File: src/rtl/muldiv_pkg.sv
// rtl/muldiv_pkg.sv - opcode/funct constants and FSM encoding for the HI/LO unit
package muldiv_pkg;

  localparam logic [5:0] RTYPE = 6'h00;

  localparam logic [5:0] MFHI  = 6'h10;
  localparam logic [5:0] MTHI  = 6'h11;
  localparam logic [5:0] MFLO  = 6'h12;
  localparam logic [5:0] MTLO  = 6'h13;
  localparam logic [5:0] MULT  = 6'h18;
  localparam logic [5:0] MULTU = 6'h19;
  localparam logic [5:0] DIV   = 6'h1A;
  localparam logic [5:0] DIVU  = 6'h1B;

  typedef enum logic [1:0] {
    IDLE = 2'd0,
    RUN  = 2'd1,
    FIX  = 2'd2
  } state_t;

endpackage

File: src/rtl/muldiv_dec.sv
// rtl/muldiv_dec.sv - opcode/funct decode of the HI/LO instruction group
module muldiv_dec
  import muldiv_pkg::*;
(
  input  logic       valid,
  input  logic [5:0] opcode,
  input  logic [5:0] funct,
  output logic       is_mf_hi,
  output logic       is_mf_lo,
  output logic       is_mt_hi,
  output logic       is_mt_lo,
  output logic       is_mul,
  output logic       is_div,
  output logic       is_signed
);

  always_comb begin
    is_mf_hi  = 1'b0;
    is_mf_lo  = 1'b0;
    is_mt_hi  = 1'b0;
    is_mt_lo  = 1'b0;
    is_mul    = 1'b0;
    is_div    = 1'b0;
    is_signed = 1'b0;
    if (valid && opcode == RTYPE) begin
      case (funct)
        MFHI:  is_mf_hi = 1'b1;
        MFLO:  is_mf_lo = 1'b1;
        MTHI:  is_mt_hi = 1'b1;
        MTLO:  is_mt_lo = 1'b1;
        MULT:  begin is_mul = 1'b1; is_signed = 1'b1; end
        MULTU: is_mul = 1'b1;
        DIV:   begin is_div = 1'b1; is_signed = 1'b1; end
        DIVU:  is_div = 1'b1;
        default: ;
      endcase
    end
  end

endmodule

File: src/rtl/muldiv_unit.sv
// rtl/muldiv_unit.sv - iterative multiply/divide unit owning the HI/LO registers
module muldiv_unit
  import muldiv_pkg::*;
#(
  parameter  int WIDTH = 32,
  localparam int CNT_W = $clog2(WIDTH) + 1
) (
  input  logic             clk,
  input  logic             reset,
  input  logic             valid,
  input  logic [5:0]       opcode,
  input  logic [5:0]       funct,
  input  logic [WIDTH-1:0] rs_data,
  input  logic [WIDTH-1:0] rt_data,
  output logic             busy,
  output logic             stall,
  output logic             done,
  output logic [WIDTH-1:0] hi,
  output logic [WIDTH-1:0] lo,
  output logic [WIDTH-1:0] mf_result
);

  logic is_mf_hi, is_mf_lo, is_mt_hi, is_mt_lo, is_mul, is_div, is_signed;
  logic hilo_op, accept;
  state_t state, state_nxt;
  logic [CNT_W-1:0]   cnt;
  logic [WIDTH:0]     acc;
  logic [WIDTH-1:0]   q, b, a_raw;
  logic               neg_q, neg_r, op_div, div0;
  logic               a_sgn, b_sgn;
  logic [WIDTH-1:0]   a_mag, b_mag;
  logic [WIDTH:0]     mul_sum, div_sh, div_diff;
  logic               div_ge;
  logic [2*WIDTH-1:0] prod, prod_fix;
  logic [WIDTH-1:0]   quo_fix, rem_fix;

  muldiv_dec u_dec (
    .valid     (valid),
    .opcode    (opcode),
    .funct     (funct),
    .is_mf_hi  (is_mf_hi),
    .is_mf_lo  (is_mf_lo),
    .is_mt_hi  (is_mt_hi),
    .is_mt_lo  (is_mt_lo),
    .is_mul    (is_mul),
    .is_div    (is_div),
    .is_signed (is_signed)
  );

  assign hilo_op   = is_mf_hi | is_mf_lo | is_mt_hi | is_mt_lo | is_mul | is_div;
  assign stall     = valid & hilo_op & busy;
  assign accept    = (state == IDLE) & (is_mul | is_div);
  assign mf_result = is_mf_hi ? hi : (is_mf_lo ? lo : '0);

  // Magnitudes fit in WIDTH unsigned bits, including the most-negative value.
  assign a_sgn = is_signed & rs_data[WIDTH-1];
  assign b_sgn = is_signed & rt_data[WIDTH-1];
  assign a_mag = a_sgn ? -rs_data : rs_data;
  assign b_mag = b_sgn ? -rt_data : rt_data;

  assign mul_sum  = q[0] ? acc + {1'b0, b} : acc;
  assign div_sh   = {acc[WIDTH-1:0], q[WIDTH-1]};
  assign div_ge   = div_sh >= {1'b0, b};
  assign div_diff = div_sh - {1'b0, b};

  assign prod     = {acc[WIDTH-1:0], q};
  assign prod_fix = neg_q ? -prod : prod;
  assign quo_fix  = neg_q ? -q : q;
  assign rem_fix  = neg_r ? -acc[WIDTH-1:0] : acc[WIDTH-1:0];

  always_ff @(posedge clk) begin
    if (reset) state <= IDLE;
    else       state <= state_nxt;
  end

  always_comb begin
    state_nxt = state;
    case (state)
      IDLE:    if (accept) state_nxt = RUN;
      RUN:     if (cnt == CNT_W'(WIDTH - 1)) state_nxt = FIX;
      FIX:     state_nxt = IDLE;
      default: state_nxt = IDLE;
    endcase
  end

  always_comb begin
    busy = 1'b0;
    if (state == RUN || state == FIX) busy = 1'b1;
  end

  always_ff @(posedge clk) begin
    if (reset) begin
      hi <= '0; lo <= '0; done <= 1'b0; cnt <= '0;
      acc <= '0; q <= '0; b <= '0; a_raw <= '0;
      neg_q <= 1'b0; neg_r <= 1'b0; op_div <= 1'b0; div0 <= 1'b0;
    end else begin
      done <= 1'b0;
      case (state)
        IDLE: begin
          if (is_mt_hi) hi <= rs_data;
          if (is_mt_lo) lo <= rs_data;
          if (accept) begin
            cnt    <= '0;
            acc    <= '0;
            q      <= a_mag;
            b      <= b_mag;
            a_raw  <= rs_data;
            neg_q  <= a_sgn ^ b_sgn;
            neg_r  <= a_sgn;
            op_div <= is_div;
            div0   <= (rt_data == '0);
          end
        end
        RUN: begin
          cnt <= cnt + CNT_W'(1);
          if (op_div) begin
            acc <= div_ge ? div_diff : div_sh;
            q   <= {q[WIDTH-2:0], div_ge};
          end else begin
            acc <= {1'b0, mul_sum[WIDTH:1]};
            q   <= {mul_sum[0], q[WIDTH-1:1]};
          end
        end
        FIX: begin
          done <= 1'b1;
          if (!op_div) begin
            {hi, lo} <= prod_fix;
          end else if (div0) begin
            hi <= a_raw;
            lo <= '1;
          end else begin
            hi <= rem_fix;
            lo <= quo_fix;
          end
        end
        default: ;
      endcase
    end
  end

endmodule
File: config.mk
export PLATFORM = sky130hd
export DESIGN_NAME = muldiv_unit
export DESIGN_NICKNAME = d
export VERILOG_FILES = /design/src/rtl/muldiv_pkg.sv /design/src/rtl/muldiv_dec.sv /design/src/rtl/muldiv_unit.sv
export SDC_FILE = /design/constraint.sdc
export NUM_CORES = 1
export LEC_CHECK = 0
export CORE_MARGIN = 2
export CORE_UTILIZATION = 65
export CTS_BUF_LIST = sky130_fd_sc_hd__clkbuf_2 sky130_fd_sc_hd__clkbuf_4 sky130_fd_sc_hd__clkbuf_8
export CTS_CLUSTER_SIZE = 24
export DETAILED_ROUTE_END_ITERATION = 12
export GPL_TIMING_DRIVEN = 1
export HOLD_SLACK_MARGIN = 0.02
export PLACE_DENSITY_LB_ADDON = 0.1
export REMOVE_ABC_BUFFERS = 1
export SETUP_SLACK_MARGIN = 0.5
export SYNTH_ARGS = -nofsm -noshare
export SYNTH_HDL_FRONTEND = slang
export SYNTH_SLANG_ARGS = --single-unit
File: constraint.sdc
create_clock -name clk -period 9.44 [get_ports clk]
set_clock_uncertainty 0.2 [all_clocks]
set_input_delay 1.888 -clock clk [delete_from_list [all_inputs] [get_ports clk]]
set_output_delay 1.888 -clock clk [all_outputs]
set_load 0.01 [all_outputs]
==> results_dict.tcl, run 1 <==
set metrics [dict create \
    yosysWarnings 0 \
    routed_wl_um 57150 \
    synth_top_area_share 0.2413 \
    clock_tree.buffer_depth 3 \
    syn2layout_area_growth_pct 14.67 \
    worst_pin_slew_ns 1.094 \
    h_tree_level_count 2 \
    synth_top_family_by_area "compound AO/OA/AOI/OAI gates" \
    cp_cell_sequence "clkdlybuf4s50_1 -> nor4b_1 -> nand3_1 -> nor4_2 -> buf_4 -> a22o_1 -> clkdlybuf4s50_1" \
    synth-adder-area-share 0.05505 \
    core_region_area_mm2 0.02591 \
    numClockSinks 206 \
    final_worst_path_cycle_share 0.6821 \
    final_setup_violation_count 0 \
    cts_made_buffers 38 \
    netlist-cell-type-count 84 \
    post-cts-setup-buffer-count 0 \
    worst_ep_required_time_ns 7.35 \
    ys_dominant_reg_cell "dfxtp_1" \
    max-slew-margin-rel 0.2518 \
    outcome "finished, final reports clean" \
    first_pass_grt_wire_length_um 90990 \
    synth_top_cell_by_area "dfxtp_1" \
    drv_cap 0 \
    register_to_register_path_setup_slack_ns 4.61 \
    die-height_um 166.2 \
    dr.pass1.iters 6 \
    grtUsageTotal 0.3975 \
    grt_remaining_overflow 0 \
    timing.rr.start "q[0]" \
    tritoncts "built" \
    antenna_found_initial 0 \
    critPathSlowestCell "clkdlybuf4s50_1" \
    area_share_of_and_or_nand_nor_cells_after_synthesis 0.1984 \
    post_drt_via_cell_ratio 6.801 \
    dr.first_iter.drc_count 2405 \
    yosys-top-cells-area "dfxtp_1 24%, a21oi_1 6.3%, nand2_1 6.1%" \
    critical_path.startpoint_type "primary input" \
    port-buffer-count 177 \
    drt_drc_violations_left 0 \
    first_global_vias 17320 \
    drtAntennaViolNets 0 \
    antennaDiodeCount 0 \
    final_period_minus_worst_setup_slack_ns 6.439 \
    crit_path_start "valid" \
    async_reset_ff_frac 0 \
    wl_per_cell_um 21.06 \
    layout-drive-gt1-share 0.05969 \
    floorplan.io_pins 178 \
    largest_stage_delay_on_the_critical_path_ns 0.55 \
    clock.fmax_mhz 155.3 \
    synth-compound-area-share 0.2977 \
    synth-xor-area-share 0.09788 \
    dp_hpwl_um 40300 \
    seq_area_frac_synth 0.2413 \
    hold_viol_final 0 \
    yosys-mux-area-fraction 0.04663 \
    floorplan.die.width_um 166.2 \
    critPathCaptureType "output pin" \
    cts.root.buffer_cell "clkbuf_8" \
    globalplace.congestion 0.9851 \
    timing.critical_path.fanout_max 32 \
    cellPowerDensity_mw_per_mm2 101.6 \
    dr_total_vias 18460 \
    synthesized_area_per_cell_um2 7.396 \
    initial_cell_density_of_the_core 0.6596 \
    placement.setup.worst_slack_ns 3.026 \
    finalNonFillerCells 2714 \
    worstHoldPathType "reg2reg" \
    die_area_mm2 0.02761 \
    place.detailed.instances 2648 \
    critPathMostFrequentCell "clkdlybuf4s50_1" \
    clock_transition_at_the_register_clock_pins_on_the_worst_setup_and_hold_paths_after_cts_ns 0.05 \
    holdCritStartpoint "a_raw[5]" \
    total_standard_cell_area_after_synthesis_mm2 0.01709 \
    largest_net_degree_at_the_start_of_global_routing 92 \
    cts_hold_repair.buffers 0 \
    number_of_enable_flip_flop_cells_after_synthesis 0 \
    rows 59 \
    final_nets 2506 \
    synth_seq_cells 206 \
    clk_latency_ns 0.56 \
    fin_setup_tns_ns 0 \
    worst-endpoint-arrival_ns 4.35 \
    max_slew_violation_total_from_the_final_report 0 \
    setup_slack_ns 3.001 \
    total_leakage_power_uw 0.007105 \
    vdd_drop_max_uv 184.6 \
    rsz0062_at_grt "no" \
    worstSetupPathType "in2out" \
    cts_resized 0 \
    postSynthCellCount 2311 \
]
[power by group]
part           switching [µW]  internal [µW]
clock network             414            602
registers               0.310            869
logic                    60.4           44.6
[metal layers]
metal,wire (µm),GRT usage,up-vias
met3,5444,0.07245,240
li1,-,-,8515
met4,3330,0.2257,0
met2,26070,0.6533,1117
met1,22310,0.4913,8586
met5,0,0,-
[logic make-up after synthesis]
kind of cell / after synthesis
AOI/OAI and AO/OA: 761
xor gates and xnor gates: 191
DFF: 206
muxes: 79
and+or+nand+nor: 729
adders and majority gates: 74
buffers and inverters: 271
[worst paths after layout]
kind | cells past startpoint | end
setup / recovery | 7 | mf_result[25]
hold / removal | 2 | a_raw[5]
setup reg to reg | 12 | hi[16]
hold reg to reg | 2 | a_raw[5]
[state kept, by name, summed over array words and instances, names as in the netlist]
signal and count:
b 32, state 2, div0 1, neg_r 1, cnt 6, neg_q 1
done 1, acc 33, lo 32, a_raw 32, q 32, hi 32
op_div 1
[synth_stat cells (6+ instances only)]
master,n
xor2_1,72
o41ai_1,13
nor2_1,179
a22o_1,36
nor3_1,46
and3_1,8
nand3_1,36
xnor2_1,119
a22oi_1,8
a32o_1,8
or4_1,14
or3_1,29
o21ai_1,6
a211oi_1,51
nand2b_1,30
nand4_1,23
a311oi_1,26
buf_2,7
o211ai_1,51
and2_1,12
a21oi_1,215
dfxtp_1,206
mux2i_1,74
inv_1,71
buf_1,14
o21a_1,12
a21o_1,34
o221ai_1,38
nand2_1,280
o21bai_1,8
o31ai_1,35
nor4_1,18
or2_2,9
ha_1,72
a31oi_1,16
a211o_1,11
o311ai_0,6
clkbuf_1,168
o22ai_1,8
nor2b_1,22
o21ai_0,133
a221oi_1,6
[final cells by class]
class                   instances  area, µm²
clock buffers                  51      670.6
clock inverters                15      211.5
flip-flops and latches        206       4129
multi-input cells            1834      11950
inverters                      72      270.3
fillers                      1961       6312
repair buffers                201       1953
well taps                     335      419.2
[critical path, delay by kind of cell]
family / cells / cell delay [ns]
AND/OR/NAND/NOR: 3 / 0.79
buffers and inverters: 3 / 1.44
AO/OA/AOI/OAI: 1 / 0.20
[per-stage QoR]
stage | utilization | instance area, µm² | hold slack (ns) | total power, µW
after global routing | 0.7564 | 19600 | 0.2742 | 2029
final | 0.7564 | 19600 | 0.2600 | 1991
after floorplan | - | 16280 | 0.2252 | 916.8
after global placement | 0.7223 | 18720 | 0.2370 | 987.7
after detailed placement | 0.7223 | 18720 | 0.2506 | 989.8
after CTS | 0.7564 | 19600 | 0.2595 | 1986
[cell usage in the layout (no fill, tap or decap), types with 12 or more instances in the layout]
cell and n:
nand2_1 280, a21oi_1 214, dfxtp_1 204, nor2_1 178, clkdlybuf4s50_1 176, o21ai_0 132, xnor2_1 119, mux2i_1 74
xor2_1 72, inv_1 71, ha_1 70, a211oi_1 51, o211ai_1 51, nor3_1 46, clkbuf_8 46, o221ai_1 38
nand3_1 36, a22o_1 36, o31ai_1 35, a21o_1 34, nand2b_1 30, or3_1 29, a311oi_1 26, buf_4 24
nand4_1 23, nor2b_1 22, nor4_1 16, a31oi_1 16, or4_1 14, o41ai_1 13, o21a_1 12
Power figures use the tool's default switching activity.
==> run 2, diff against run 1 <==
CORE_UTILIZATION = 54   (was 65)
clock period = 5.2 ns   (was 9.44 ns; I/O delays follow)
==> results_dict.tcl, run 2 (same netlist as run 1, synthesis figures left out) <==
set metrics [dict create \
    final_period_minus_worst_setup_slack_ns 4.655 \
    h_tree_level_count 2 \
    clk_latency_ns 0.56 \
    cts_made_buffers 40 \
    drtAntennaViolNets 0 \
    timing.rr.start "acc[2]" \
    cell_area_after_layout_mm2 0.01984 \
    clock.fmax_mhz 214.8 \
    register_to_register_path_setup_slack_ns 1.13 \
    largest_stage_delay_on_the_critical_path_ns 0.54 \
    clock_transition_at_the_register_clock_pins_on_the_worst_setup_and_hold_paths_after_cts_ns 0.05 \
    cts.root.buffer_cell "clkbuf_8" \
    first_global_vias 16770 \
    drv_cap 0 \
    port-buffer-count 177 \
    cp_cell_sequence "clkdlybuf4s50_1 -> nor4_1 -> nand3_2 -> nor4_4 -> buf_4 -> buf_6 -> a22o_1 -> clkdlybuf4s50_1" \
    dr_total_vias 17880 \
    hold_path_sink "a_raw[28]" \
    finalCoreUtilization 0.6320 \
    hold_viol_final 0 \
    globalplace.congestion 0.9459 \
    filler_cell_count 2934 \
    most_common_cell_after_layout_fill_and_taps_aside "nand2_1" \
    critPathSlowestCell "clkdlybuf4s50_1" \
    drt_drc_violations_left 0 \
    dpl_cell_area_mm2 0.01893 \
    final_nets 2526 \
    rsz0062_at_grt "no" \
    core_region_area_mm2 0.03139 \
    tritoncts "built" \
    cts_hold_repair.buffers 0 \
    top_register "acc" \
    holdCritStartpoint "a_raw[28]" \
    timing.critical_path.fanout_max 16 \
    worstSetupPathType "in2out" \
    critPathCaptureType "output pin" \
    worst-path-buf-inv 4 \
    antennaDiodeCount 0 \
    layout-drive-gt1-share 0.06836 \
    antenna_found_initial 0 \
    largest_net_degree_at_the_start_of_global_routing 160 \
    worst_pin_slew_ns 1.218 \
    numClockSinks 206 \
    path_delay_family "buffers and inverters" \
    outcome "finished, final reports clean" \
    first_pass_grt_wire_length_um 91960 \
    placement.setup.worst_slack_ns 0.4935 \
    worst_r2r_path_depth 10 \
    die_area_mm2 0.03309 \
    critPathMostFrequentCell "clkdlybuf4s50_1" \
    grt_remaining_overflow 0 \
    rows 65 \
    wl_per_cell_um 21.03 \
    max_slew_violation_total_from_the_final_report 0 \
    floorplan.die.width_um 181.9 \
    max-slew-margin-rel 0.1858 \
    worst_ep_required_time_ns 3.96 \
    floorplan.io_pins 178 \
    dr.first_iter.drc_count 1808 \
    finalNonFillerCells 2801 \
    setup_slack_ns 0.5451 \
    vdd_drop_max_uv 139.9 \
    worst-endpoint-arrival_ns 3.41 \
    dp_hpwl_um 42510 \
    initial_cell_density_of_the_core 0.5444 \
    grtUsageTotal 0.3433 \
    syn2layout_area_growth_pct 16.08 \
    post_drt_via_cell_ratio 6.382 \
    critical_path.startpoint_type "primary input" \
    place.detailed.instances 2729 \
    cellPowerDensity_mw_per_mm2 176.2 \
    total_leakage_power_uw 0.007198 \
    clock_tree.buffer_depth 3 \
    crit-reg2reg-capture "acc[30]" \
    die-height_um 181.9 \
    min_path_cells 2 \
    final_setup_violation_count 0 \
    routed_wl_um 58920 \
    post-layout-total-power_uw 3495 \
    final_worst_path_cycle_share 0.8952 \
    layout_common_cells "280 x nand2_1, 214 x a21oi_1, 204 x dfxtp_1, 178 x nor2_1, 176 x clkdlybuf4s50_1" \
    worstHoldPathType "reg2reg" \
    dr.pass1.iters 5 \
    largest_reg_flops 33 \
]
==> run 2: changes by cell type in the layout (fill, tap and decap cells not counted), sizes merged <==
cell and delta:
bufinv -5, clkinv -6, buf +17, inv -1
clkbuf +15
==> run 2: worst max path at each step <==
stage	end	from	cells past startpoint
floorplan	mf_result[0]	opcode[1]	4
global placement	mf_result[23]	opcode[1]	7
detailed placement	mf_result[23]	valid	7
CTS	mf_result[25]	valid	7
global route	mf_result[8]	opcode[0]	8
finish	mf_result[8]	opcode[0]	8
==> run 2: routing by layer <==
metal	vias up	wire, µm	GRT usage
met1	8431	24810	0.4433
met2	748	27740	0.5808
met4	0	2345	0.1390
met3	149	4028	0.04432
li1	8547	-	-
met5	-	0	0
==> run 2: cell type report <==
type | count | area [µm²] | share of cell area
timing repair buffer | 219 | 2127 | 0.1072
sequential | 206 | 4129 | 0.2081
inverter | 72 | 270.3 | 0.01362
clock buffer | 65 | 825.8 | 0.04162
multi-input combinational | 1834 | 11970 | 0.6031
tap | 402 | 503.0 | 0.02535
clock inverter | 3 | 18.77 | 0.0009460
==> run 2: tightest hold or removal path: stages, from the launching register on <==
cell     delay (ns)
dfxtp_1        0.30
nand2_1        0.05
a21oi_1        0.05
==> run 2: where the power goes <==
part	switching [µW]	internal, µW
logic	110	83.2
registers	0.586	1580
clock network	726	996
==> run 2: metrics by stage <==
stage	hold slack [ns]	setup TNS (ns)
global route	0.2756	0
global placement	0.2388	0
finish	0.2547	0
detailed placement	0.2443	0
floorplan	0.2252	-11.46
CTS	0.2534	0
==> run 2: what timing repair did <==
action                     4_1_cts  5_1_grt
setup endpoints to repair       17       32
cloned                           0        1
pin swaps                        0        2
buffers inserted                 0        3
resized for setup                1        7
